--- src/rtl/aes_pkg.sv ---
// Shared AES definitions: 128-bit state type, byte geometry and the
// column-major byte-index convention (row r, column c -> byte 4c+r).
package aes_pkg;

  localparam int unsigned ByteW   = 8;
  localparam int unsigned NumRows = 4;
  localparam int unsigned NumCols = 4;
  localparam int unsigned StateW  = ByteW * NumRows * NumCols;

  typedef logic [StateW-1:0] state_t;

  typedef enum logic [1:0] {
    StEmpty,
    StOne,
    StTwo
  } pipe_st_e;

  function automatic int unsigned byte_idx(int unsigned r, int unsigned c);
    return NumRows * c + r;
  endfunction

endpackage

--- src/rtl/inv_shift_rows_pipe_if.sv ---
// Valid/ready block stream in, transformed block stream out, plus the
// accepted-block counter. The pipe uses slave, its environment uses master.
interface inv_shift_rows_pipe_if #(
  parameter int unsigned CNT_W = 8
);
  import aes_pkg::*;

  logic             in_valid;
  logic             in_ready;
  state_t           in_data;
  logic             out_valid;
  logic             out_ready;
  state_t           out_data;
  logic [CNT_W-1:0] blk_cnt;

  modport slave (
    input  in_valid, in_data, out_ready,
    output in_ready, out_valid, out_data, blk_cnt
  );

  modport master (
    output in_valid, in_data, out_ready,
    input  in_ready, out_valid, out_data, blk_cnt
  );

endinterface

--- src/rtl/inv_shift_rows.sv ---
// Combinational AES InvShiftRows: row r of the state rotates right by r columns.
module inv_shift_rows
  import aes_pkg::*;
(
  input  state_t state_i,
  output state_t state_o
);

  for (genvar r = 0; r < NumRows; r++) begin : g_row
    for (genvar c = 0; c < NumCols; c++) begin : g_col
      localparam int unsigned SrcCol = (c + NumCols - r) % NumCols;
      assign state_o[ByteW*byte_idx(r, c) +: ByteW] =
          state_i[ByteW*byte_idx(r, SrcCol) +: ByteW];
    end
  end

endmodule

--- src/rtl/inv_shift_rows_pipe.sv ---
// One-cycle InvShiftRows stage behind a two-entry skid buffer; in_ready comes
// straight from a flop so there is no combinational path from out_ready.
module inv_shift_rows_pipe
  import aes_pkg::*;
#(
  parameter int unsigned CNT_W = 8
) (
  input  logic                 clk,
  input  logic                 rst,
  input  logic                 flush,
  inv_shift_rows_pipe_if.slave bus
);

  pipe_st_e         state_q;
  logic             in_ready_q;
  logic             out_valid_q;
  state_t           main_q;
  state_t           skid_q;
  state_t           xform;
  logic [CNT_W-1:0] cnt_q;
  logic             in_xfer;
  logic             out_xfer;

  inv_shift_rows u_isr (
    .state_i (bus.in_data),
    .state_o (xform)
  );

  assign in_xfer  = bus.in_valid & in_ready_q;
  assign out_xfer = out_valid_q & bus.out_ready;

  always_ff @(posedge clk) begin
    if (rst) begin
      state_q     <= StEmpty;
      in_ready_q  <= 1'b0;
      out_valid_q <= 1'b0;
      main_q      <= '0;
      skid_q      <= '0;
      cnt_q       <= '0;
    end else begin
      // Counted even when flush discards the block in the same cycle.
      if (in_xfer) begin
        cnt_q <= cnt_q + CNT_W'(1);
      end
      if (flush) begin
        state_q     <= StEmpty;
        in_ready_q  <= 1'b1;
        out_valid_q <= 1'b0;
      end else begin
        case (state_q)
          StEmpty: begin
            in_ready_q <= 1'b1;
            if (in_xfer) begin
              main_q      <= xform;
              out_valid_q <= 1'b1;
              state_q     <= StOne;
            end
          end
          StOne: begin
            if (in_xfer && out_xfer) begin
              main_q <= xform;
            end else if (in_xfer) begin
              skid_q     <= xform;
              in_ready_q <= 1'b0;
              state_q    <= StTwo;
            end else if (out_xfer) begin
              out_valid_q <= 1'b0;
              state_q     <= StEmpty;
            end
          end
          StTwo: begin
            if (out_xfer) begin
              main_q     <= skid_q;
              in_ready_q <= 1'b1;
              state_q    <= StOne;
            end
          end
          default: begin
            state_q     <= StEmpty;
            in_ready_q  <= 1'b1;
            out_valid_q <= 1'b0;
          end
        endcase
      end
    end
  end

  assign bus.in_ready  = in_ready_q;
  assign bus.out_valid = out_valid_q;
  assign bus.out_data  = main_q;
  assign bus.blk_cnt   = cnt_q;

endmodule

--- src/flat_wrapper.sv ---
// flat-port wrapper written by rule: the top's interface ports become plain ports
module inv_shift_rows_pipe_flat import aes_pkg::*;
#(
  parameter int unsigned CNT_W = 8
)
  (clk, rst, flush, bus_in_valid, bus_in_data, bus_out_ready, bus_in_ready, bus_out_valid, bus_out_data, bus_blk_cnt);
  inv_shift_rows_pipe_if #(.CNT_W(CNT_W)) bus_i ();
  input  logic clk;
  input  logic rst;
  input  logic flush;
  input wire logic [$bits(bus_i.in_valid)-1:0] bus_in_valid;
  input wire logic [$bits(bus_i.in_data)-1:0] bus_in_data;
  input wire logic [$bits(bus_i.out_ready)-1:0] bus_out_ready;
  output wire logic [$bits(bus_i.in_ready)-1:0] bus_in_ready;
  output wire logic [$bits(bus_i.out_valid)-1:0] bus_out_valid;
  output wire logic [$bits(bus_i.out_data)-1:0] bus_out_data;
  output wire logic [$bits(bus_i.blk_cnt)-1:0] bus_blk_cnt;
  assign bus_i.in_valid = bus_in_valid;
  assign bus_i.in_data = bus_in_data;
  assign bus_i.out_ready = bus_out_ready;
  assign bus_in_ready = bus_i.in_ready;
  assign bus_out_valid = bus_i.out_valid;
  assign bus_out_data = bus_i.out_data;
  assign bus_blk_cnt = bus_i.blk_cnt;
  inv_shift_rows_pipe #(.CNT_W(CNT_W)) u_core (.clk(clk), .rst(rst), .flush(flush), .bus(bus_i));
endmodule
--- config.mk ---
export PLATFORM = sky130hd
export DESIGN_NAME = inv_shift_rows_pipe_flat
export DESIGN_NICKNAME = d
export VERILOG_FILES = /design/src/rtl/aes_pkg.sv /design/src/rtl/inv_shift_rows_pipe_if.sv /design/src/rtl/inv_shift_rows.sv /design/src/rtl/inv_shift_rows_pipe.sv /design/src/flat_wrapper.sv
export SDC_FILE = /design/constraint.sdc
export NUM_CORES = 1
export LEC_CHECK = 0
export BUFFER_PORTS_ARGS = -buffer_cell sky130_fd_sc_hd__buf_2
export CAP_MARGIN = 20
export CELL_PAD_IN_SITES_DETAIL_PLACEMENT = 1
export CELL_PAD_IN_SITES_GLOBAL_PLACEMENT = 1
export CORE_ASPECT_RATIO = 0.75
export CORE_MARGIN = 3
export CORE_UTILIZATION = 40
export DETAILED_ROUTE_END_ITERATION = 8
export PLACE_DENSITY_LB_ADDON = 0.1
export SETUP_SLACK_MARGIN = 0.2
export SYNTH_ARGS = -nofsm -noshare
export SYNTH_HDL_FRONTEND = slang
export SYNTH_SLANG_ARGS = --single-unit
export TNS_END_PERCENT = 30
--- constraint.sdc ---
create_clock -name clk -period 1.9 [get_ports clk]
set_clock_uncertainty 0.15 [all_clocks]
set_input_delay 0.19 -clock clk [delete_from_list [all_inputs] [get_ports clk]]
set_output_delay 0.19 -clock clk [all_outputs]
set_load 0.05 [all_outputs]
==> results.md, run 1 <==
* Max clock buf depth at 3
* Min-delay src: bus_out_ready
* CP max-delay cell: dlygate4sd3_1
* Min-Delay Endpoint: u_core.bus.in_ready
* Die area at 30600 um2
* Reg2Reg Depth at 6
* Max Slew Vio Count at 0
* Critical Path AT at 2.15 ns
* Number of global-route vias before repair at 11500
* Gate Count Post-Synth at 1210
* Global-route wire length before repair at 63600 um
* Row Count at 52
* Total grt overflow at 0
* Multiplexer area fraction after synthesis at 0.112
* Post-synth cell types at 28
* Gpl congestion at 0.748
* Slew headroom at 0.701
* Detailed Route Iter0 Violations at 393
* Worst-path fanout max at 19
* Worst-Margin Slew at 0.448 ns
* Worst Hold Margin at 0.0409 ns
* Total track usage at 0.251
* Vias per cell at 5.31
* Clk_lat worst skew at 0.56 ns
* Htree depth at 1
* WHS Path Cells at 5
* Combinational family with the most area after synthesis: compound AO/OA/AOI/OAI gates
* # fillers at 3074
* Setup violations, final at 0
* Via count at 10700
* Detailed-router iteration count before antenna repair at 4
* Design Area, Final at 16600 um2
* RSZ-0062 raised after global routing: yes
* Port buffer count at 270
* Max_cap viols at 0
* Synth Cell Area at 11400 um2
* Most common cell after layout, fill and taps aside: buf_2
* Dpl hpwl at 22800 um
* CTS tree: built
* Initial antenna violation count at 3
* Die Width at 201 um
* VDD IR max at 0.000747 V
* Leakage at 0.00728 uW
* Register share of total power at 0.421
* Syn nets at 1344
* Post-layout minimum cycle time at 1.88 ns
* Status: completed
* Pwr dens at 846 nW/um2
* Simple-gate share of the synthesized area at 0.158
* Power Total at 14100 uW
* Seq/Total Area, Yosys at 0.470
* Pint at 10200 uW
* XOR/XNOR Fraction of Synth Area at 0.00537
* Synth-to-layout area growth at 45.7%
* Clock-pin slew on the worst setup and hold paths at 0.06 ns
* Syn_area_per_cell at 9.43 um2
* Non-filler instance count after layout at 2010
* Reg2reg setup slack at 0.02 ns
* FF+latch count, synth at 268
* CP max stage delay at 0.63 ns
* CP startpoint kind: input pin
* Largest net degree at the start of global routing at 79
* Post-Route WL at 42300 um
* Synth Area in Compound Gates at 0.199
* Commonest cells after routing, fill and taps aside: 270 x buf_2, 264 x dfxtp_1, 261 x nand2_1
* CTS buffer count at 29
* DP Cell Count at 1783
* Clock root buffer: clkbuf_16
* Clk network pwr share at 0.426
* Worst r2r src: u_core.bus.out_valid
* Ports at 271
* Synth Warn # at 0
* DRC at 0
* Post-layout util at 0.604
* Routed wire per std cell at 21.1 um
* Share of cells above drive strength 1 at 0.332
* Comb power frac at 0.154
* Area of the core at 27500 um2
* Switch share at 0.274
* Fmax at 532 MHz
* Required time of the critical path at 2.17 ns
* CTS Sinks at 268
* Nets@finish at 1743
* Synth Area in Adders at 0.00110
* Hold Path Class: input pin to register
* CP Class: input pin to register
* Worst R2R End: u_core.skid_q[26]
* Placed Area at 13300 um2
* Die Ht at 152 um
* Final Cycle Share at 0.989
* Net Switching at 3850 uW
* Final hold viol count at 0
* Starting density of the core at 0.415
* Worst-path cell chain: buf_2 > dlygate4sd3_1 > nand2_4 > or4_4 > buf_4 > buf_12 > nand2_1 > a21oi_1
* Crit. End Element: register
* ANT nets after route at 0
[per-layer routing]
layer,track usage,share of wire,vias up,wire [um]
met5,0,0.00031,-,13
met4,0.0682,0.025,2,1050
met3,0.0485,0.048,73,2010
met2,0.434,0.49,256,20600
met1,0.321,0.44,5281,18700
li1,-,-,5065,-
[worst max-delay path, delay by kind of cell]
kind	cells	cell delay [ns]
compound gates	1	0.09
buf+inv	4	1.10
simple gates	3	0.75
[synthesized netlist by cell type]
cell,count,area (um2)
dfxtp_1,268,5370
nand2_1,266,998
a21oi_1,133,666
nor3_1,129,646
mux2i_1,128,1280
a211oi_2,121,1510
buf_2,57,285
clkbuf_1,42,158
buf_6,10,113
a211oi_1,9,67.6
nor2_1,9,33.8
buf_4,7,52.6
xor2_1,6,52.6
nand4_1,4,25.0
nand3_1,3,15.0
and2_1,2,12.5
and3_1,2,12.5
inv_1,2,7.51
nand2b_1,2,12.5
o21a_1,2,15.0
a31oi_1,1,6.26
ha_1,1,12.5
nand3b_4,1,20.0
nor3_2,1,10.0
nor4_1,1,6.26
or2_1,1,6.26
or4_1,1,7.51
xnor2_1,1,8.76
[registers in the layout (all words and copies together), names as in the netlist]
name                  cells
u_core.bus.out_data     128
u_core.skid_q           128
u_core.bus.blk_cnt        8
u_core.state_q            2
u_core.bus.in_ready       1
u_core.bus.out_valid      1
[power groups by stage]
stage | sequential [uW] | combinational, uW | clock, uW
after floorplan | 6560 | 668 | 0
after global placement | 6020 | 1750 | 0
after detailed placement | 6030 | 1770 | 0
after CTS | 5900 | 2050 | 6120
after global routing | 5930 | 2290 | 6350
final | 5910 | 2160 | 5980
[through the flow]
step | setup TNS [ns] | setup WS, ns
final | 0 | 0.0209
after global routing | -0.263 | -0.0247
after CTS | 0 | 0.111
after detailed placement | -0.00118 | -0.00118
after global placement | 0 | 0.0612
after floorplan | 0 | 0.151
[cell type report]
class                           instances  area (um2)  area share
Sequential cell                       268        5380       0.324
Multi-Input combinational cell        824        5570       0.335
Antenna cell                            2        5.00    0.000301
Timing Repair Buffer                  484        4190       0.252
Clock buffer                           42         836      0.0503
Inverter                                2        7.51    0.000452
Clock inverter                         10         160     0.00964
Tap cell                              378         473      0.0285
[worst max-delay path by stage]
stage | startpoint | slack, ns | cells past startpoint | endpoint
5_1_grt | u_core.state_q[1] | -0.02 | 7 | u_core.bus.out_data[122]
6_report | bus_in_valid | 0.02 | 8 | u_core.skid_q[26]
4_1_cts | u_core.state_q[1] | 0.11 | 8 | u_core.bus.out_data[112]
3_5_place_dp | u_core.state_q[1] | -0.001 | 6 | u_core.bus.out_data[7]
3_3_place_gp | u_core.state_q[1] | 0.06 | 6 | u_core.bus.out_data[35]
2_1_floorplan | u_core.bus.in_ready | 0.15 | 6 | u_core.skid_q[10]
[repair_timing]
action                                  in CTS  in global routing
buffers inserted                            11                  5
gates resized for setup                     26                 29
hold buffers                               132                  0
endpoints found under the setup margin     257                257
endpoints found under the hold margin      268                  0
pin swaps                                    9                 24
gates cloned                                 8                 17
[cell families after synthesis]
| family | Yosys count |
|---|---|
| compound gates | 266 |
| xor+xnor | 7 |
| fa+ha+maj | 1 |
| buf+inv | 118 |
| flops | 268 |
| mux | 128 |
| simple gates | 422 |
Note: power is estimated with default switching activity, not from simulation.
==> inputs of run 2 (changes only) <==
--- a/config.mk
+++ b/config.mk
@@ -13,7 +13,7 @@
 export CORE_MARGIN = 3
 export CORE_UTILIZATION = 40
 export DETAILED_ROUTE_END_ITERATION = 8
-export PLACE_DENSITY_LB_ADDON = 0.1
+export PLACE_DENSITY_LB_ADDON = 0.15
 export SETUP_SLACK_MARGIN = 0.2
 export SYNTH_ARGS = -nofsm -noshare
 export SYNTH_HDL_FRONTEND = slang
==> run 2 against run 1 <==
The run now ends with setup timing left. Via count grew 2.2%. Sequential power is essentially flat. Cell count grew 0.40%. Total power shrank 2.7%. Cell area is essentially flat. Fmax shrank 2.6%. Global-route usage grew 0.17 points. First-iteration DRC count grew 36%. Routed wire length grew 3.2%. Worst hold slack gained 0.013 ns. Clock-buffer cell count grew 1. Flip-flop and latch count is the same.
==> results.md, run 2 (synthesized netlist as in run 1, its figures left out) <==
* Status: finished, violations left (was completed)
* Failing checks: setup timing
* Clock-pin slew on the worst setup and hold paths at 0.07 ns (was 0.06 ns)
* CP startpoint kind: register (was input pin)
* Commonest cells after routing, fill and taps aside: 269 x buf_2, 264 x nand2_1, 264 x dfxtp_1 (was 270 x buf_2, 264 x dfxtp_1, 261 x nand2_1)
* Worst R2R End: u_core.bus.out_data[35] (was u_core.skid_q[26])
* Total grt overflow at 0 (unchanged)
* Post-Route WL at 43700 um (was 42300 um)
* Worst r2r src: u_core.state_q[1] (was u_core.bus.out_valid)
* Fmax at 518 MHz (was 532 MHz)
* Max clock buf depth at 3 (unchanged)
* Share of cells above drive strength 1 at 0.339 (was 0.332)
* Required time of the critical path at 2.17 ns (about the same)
* Design Area, Final at 16600 um2 (about the same)
* Most common cell after layout, fill and taps aside: buf_2 (unchanged)
* Setup violations, final at 20 (was 0)
* CTS tree: built (unchanged)
* Vias per cell at 5.41 (was 5.31)
* Synth-to-layout area growth at 45.8% (was 45.7%)
* Placed Area at 13500 um2 (was 13300 um2)
* Dpl ws at 0.00320 ns (was -0.00118 ns)
* Die Width at 201 um (unchanged)
* Max_cap viols at 0 (unchanged)
* Critical Path AT at 2.20 ns (was 2.15 ns)
* Row Count at 52 (unchanged)
* Min-Delay Endpoint: u_core.bus.in_ready (unchanged)
* Crit. End Element: register (unchanged)
* Setup WS post-layout at -0.0289 ns (was 0.0209 ns)
* Reg2reg setup slack at -0.03 ns (was 0.02 ns)
* Pwr dens at 823 nW/um2 (was 846 nW/um2)
* Ports at 271 (unchanged)
* Starting density of the core at 0.415 (unchanged)
* Final hold viol count at 0 (unchanged)
* CTS buffer count at 28 (was 29)
* Post-layout minimum cycle time at 1.93 ns (was 1.88 ns)
* Critical path's most frequent cell: buf_12
* CP max-delay cell: dfxtp_4 (was dlygate4sd3_1)
* CTS Sinks at 268 (unchanged)
* Area of the core at 27500 um2 (unchanged)
* Nets@finish at 1751 (was 1743)
* Dpl hpwl at 23600 um (was 22800 um)
* Global-route wire length before repair at 64300 um (was 63600 um)
* CP max stage delay at 0.36 ns (was 0.63 ns)
* Slew headroom at 0.722 (was 0.701)
* Clock root buffer: clkbuf_16 (unchanged)
* VDD IR max at 0.000583 V (was 0.000747 V)
* Number of global-route vias before repair at 11300 (was 11500)
* Gpl congestion at 0.702 (was 0.748)
* Leakage at 0.00730 uW (was 0.00728 uW)
* Family with the most delay on the worst path: buffers and inverters (unchanged)
* Max Slew Vio Count at 0 (unchanged)
* Non-filler instance count after layout at 2018 (was 2010)
* Initial antenna violation count at 2 (was 3)
* Worst-Margin Slew at 0.417 ns (was 0.448 ns)
* Total track usage at 0.253 (was 0.251)
* Clk_lat worst skew at 0.54 ns (was 0.56 ns)
* Port buffer count at 270 (unchanged)
* Worst-path cell chain: nand3b_4 > a211oi_4 > buf_12 > or2_4 > buf_12 > buf_12 > clkbuf_16 > a211oi_2 (was buf_2 > dlygate4sd3_1 > nand2_4 > or4_4 > buf_4 > buf_12 > nand2_1 > a21oi_1)
* Detailed Route Iter0 Violations at 535 (was 393)
* Die Ht at 152 um (unchanged)
* RSZ-0062 raised after global routing: yes (unchanged)
* Worst-path fanout max at 7 (was 19)
* DRC at 0 (unchanged)
* Detailed-router iteration count before antenna repair at 4 (unchanged)
* Hold Path Class: input pin to register (unchanged)
* Via count at 10900 (was 10700)
* Die area at 30600 um2 (unchanged)
* Power Total at 13700 uW (was 14100 uW)
* CP Class: register to register (was input pin to register)
* WHS Path Cells at 5 (unchanged)
* Final Cycle Share at 1.02 (was 0.989)
* Routed wire per std cell at 21.7 um (was 21.1 um)
* ANT nets after route at 0 (unchanged)
* Min-delay src: bus_out_ready (unchanged)
* DP Cell Count at 1794 (was 1783)
* Reg2Reg Depth at 8 (was 6)
* Largest net degree at the start of global routing at 72 (was 79)
* Htree depth at 1 (unchanged)
* Critical path buffers and inverters at 4 (unchanged)
* Setup TNS at -0.230 ns (was 0 ns)
[run 2: changes by cell type in the layout (fill, tap and decap cells not counted), sizes merged]
cell and delta:
buf +13, bufinv -4, clkinv +4, clkbuf -3, diode -1, inv -1
[run 2: through the flow]
stage / utilization / hold WS, ns
3_5_place_dp: 0.490 / 0.296
5_1_grt: 0.604 / 0.0755
4_1_cts: 0.585 / 0.0274
3_3_place_gp: 0.490 / 0.291
6_report: 0.604 / 0.0544
2_1_floorplan: - / 0.109
[run 2: layout make-up]
cell class              count  area (um2)
flip-flops and latches    268        5380
multi-input cells         824        5570
inverters                   2        7.51
well taps                 378         473
clock buffers              43         900
clock inverters             9        46.3
fillers                  3069       10900
diodes                      1        2.50
repair buffers            493        4260
[run 2: worst max-delay path by stage]
stage	from	endpoint	slack (ns)	cells past startpoint
6_report	u_core.state_q[1]	u_core.bus.out_data[35]	-0.03	8
5_1_grt	u_core.state_q[1]	u_core.bus.out_data[110]	-0.08	8
4_1_cts	u_core.state_q[1]	u_core.bus.out_data[19]	0.05	8
3_5_place_dp	u_core.state_q[1]	u_core.bus.out_data[113]	0.003	6
3_3_place_gp	u_core.state_q[1]	u_core.bus.out_data[88]	0.08	6
2_1_floorplan	u_core.bus.in_ready	u_core.skid_q[10]	0.15	6
[run 2: metal layers]
layer,vias to the layer above,GRT usage,wire (um)
li1,5092,-,-
met1,5435,0.322,18600
met2,312,0.439,21600
met3,76,0.0572,2430
met4,2,0.0545,1050
met5,-,0,7
[run 2: repair_timing]
action / CTS / global route
gates cloned: 5 / 15
pin swaps: 3 / 12
hold endpoints to repair: 268 / 0
endpoints found under the setup margin: 255 / 256
setup buffers: 12 / 7
hold buffers: 132 / 0
resized for setup: 21 / 29
[run 2: worst register-to-register path, delay by kind of cell (launching register included)]
kind / cells / cell delay (ns)
AOI/OAI and AO/OA: 2 / 0.34
buffers and inverters: 4 / 0.63
and+or+nand+nor: 2 / 0.33
DFF: 1 / 0.36
[run 2: where the power goes]
part           internal (uW)  switching, uW  total (uW)
logic                    835           1370        2200
clock network           3250           2320        5570
registers               5790            120        5910
total                   9880           3800       13700
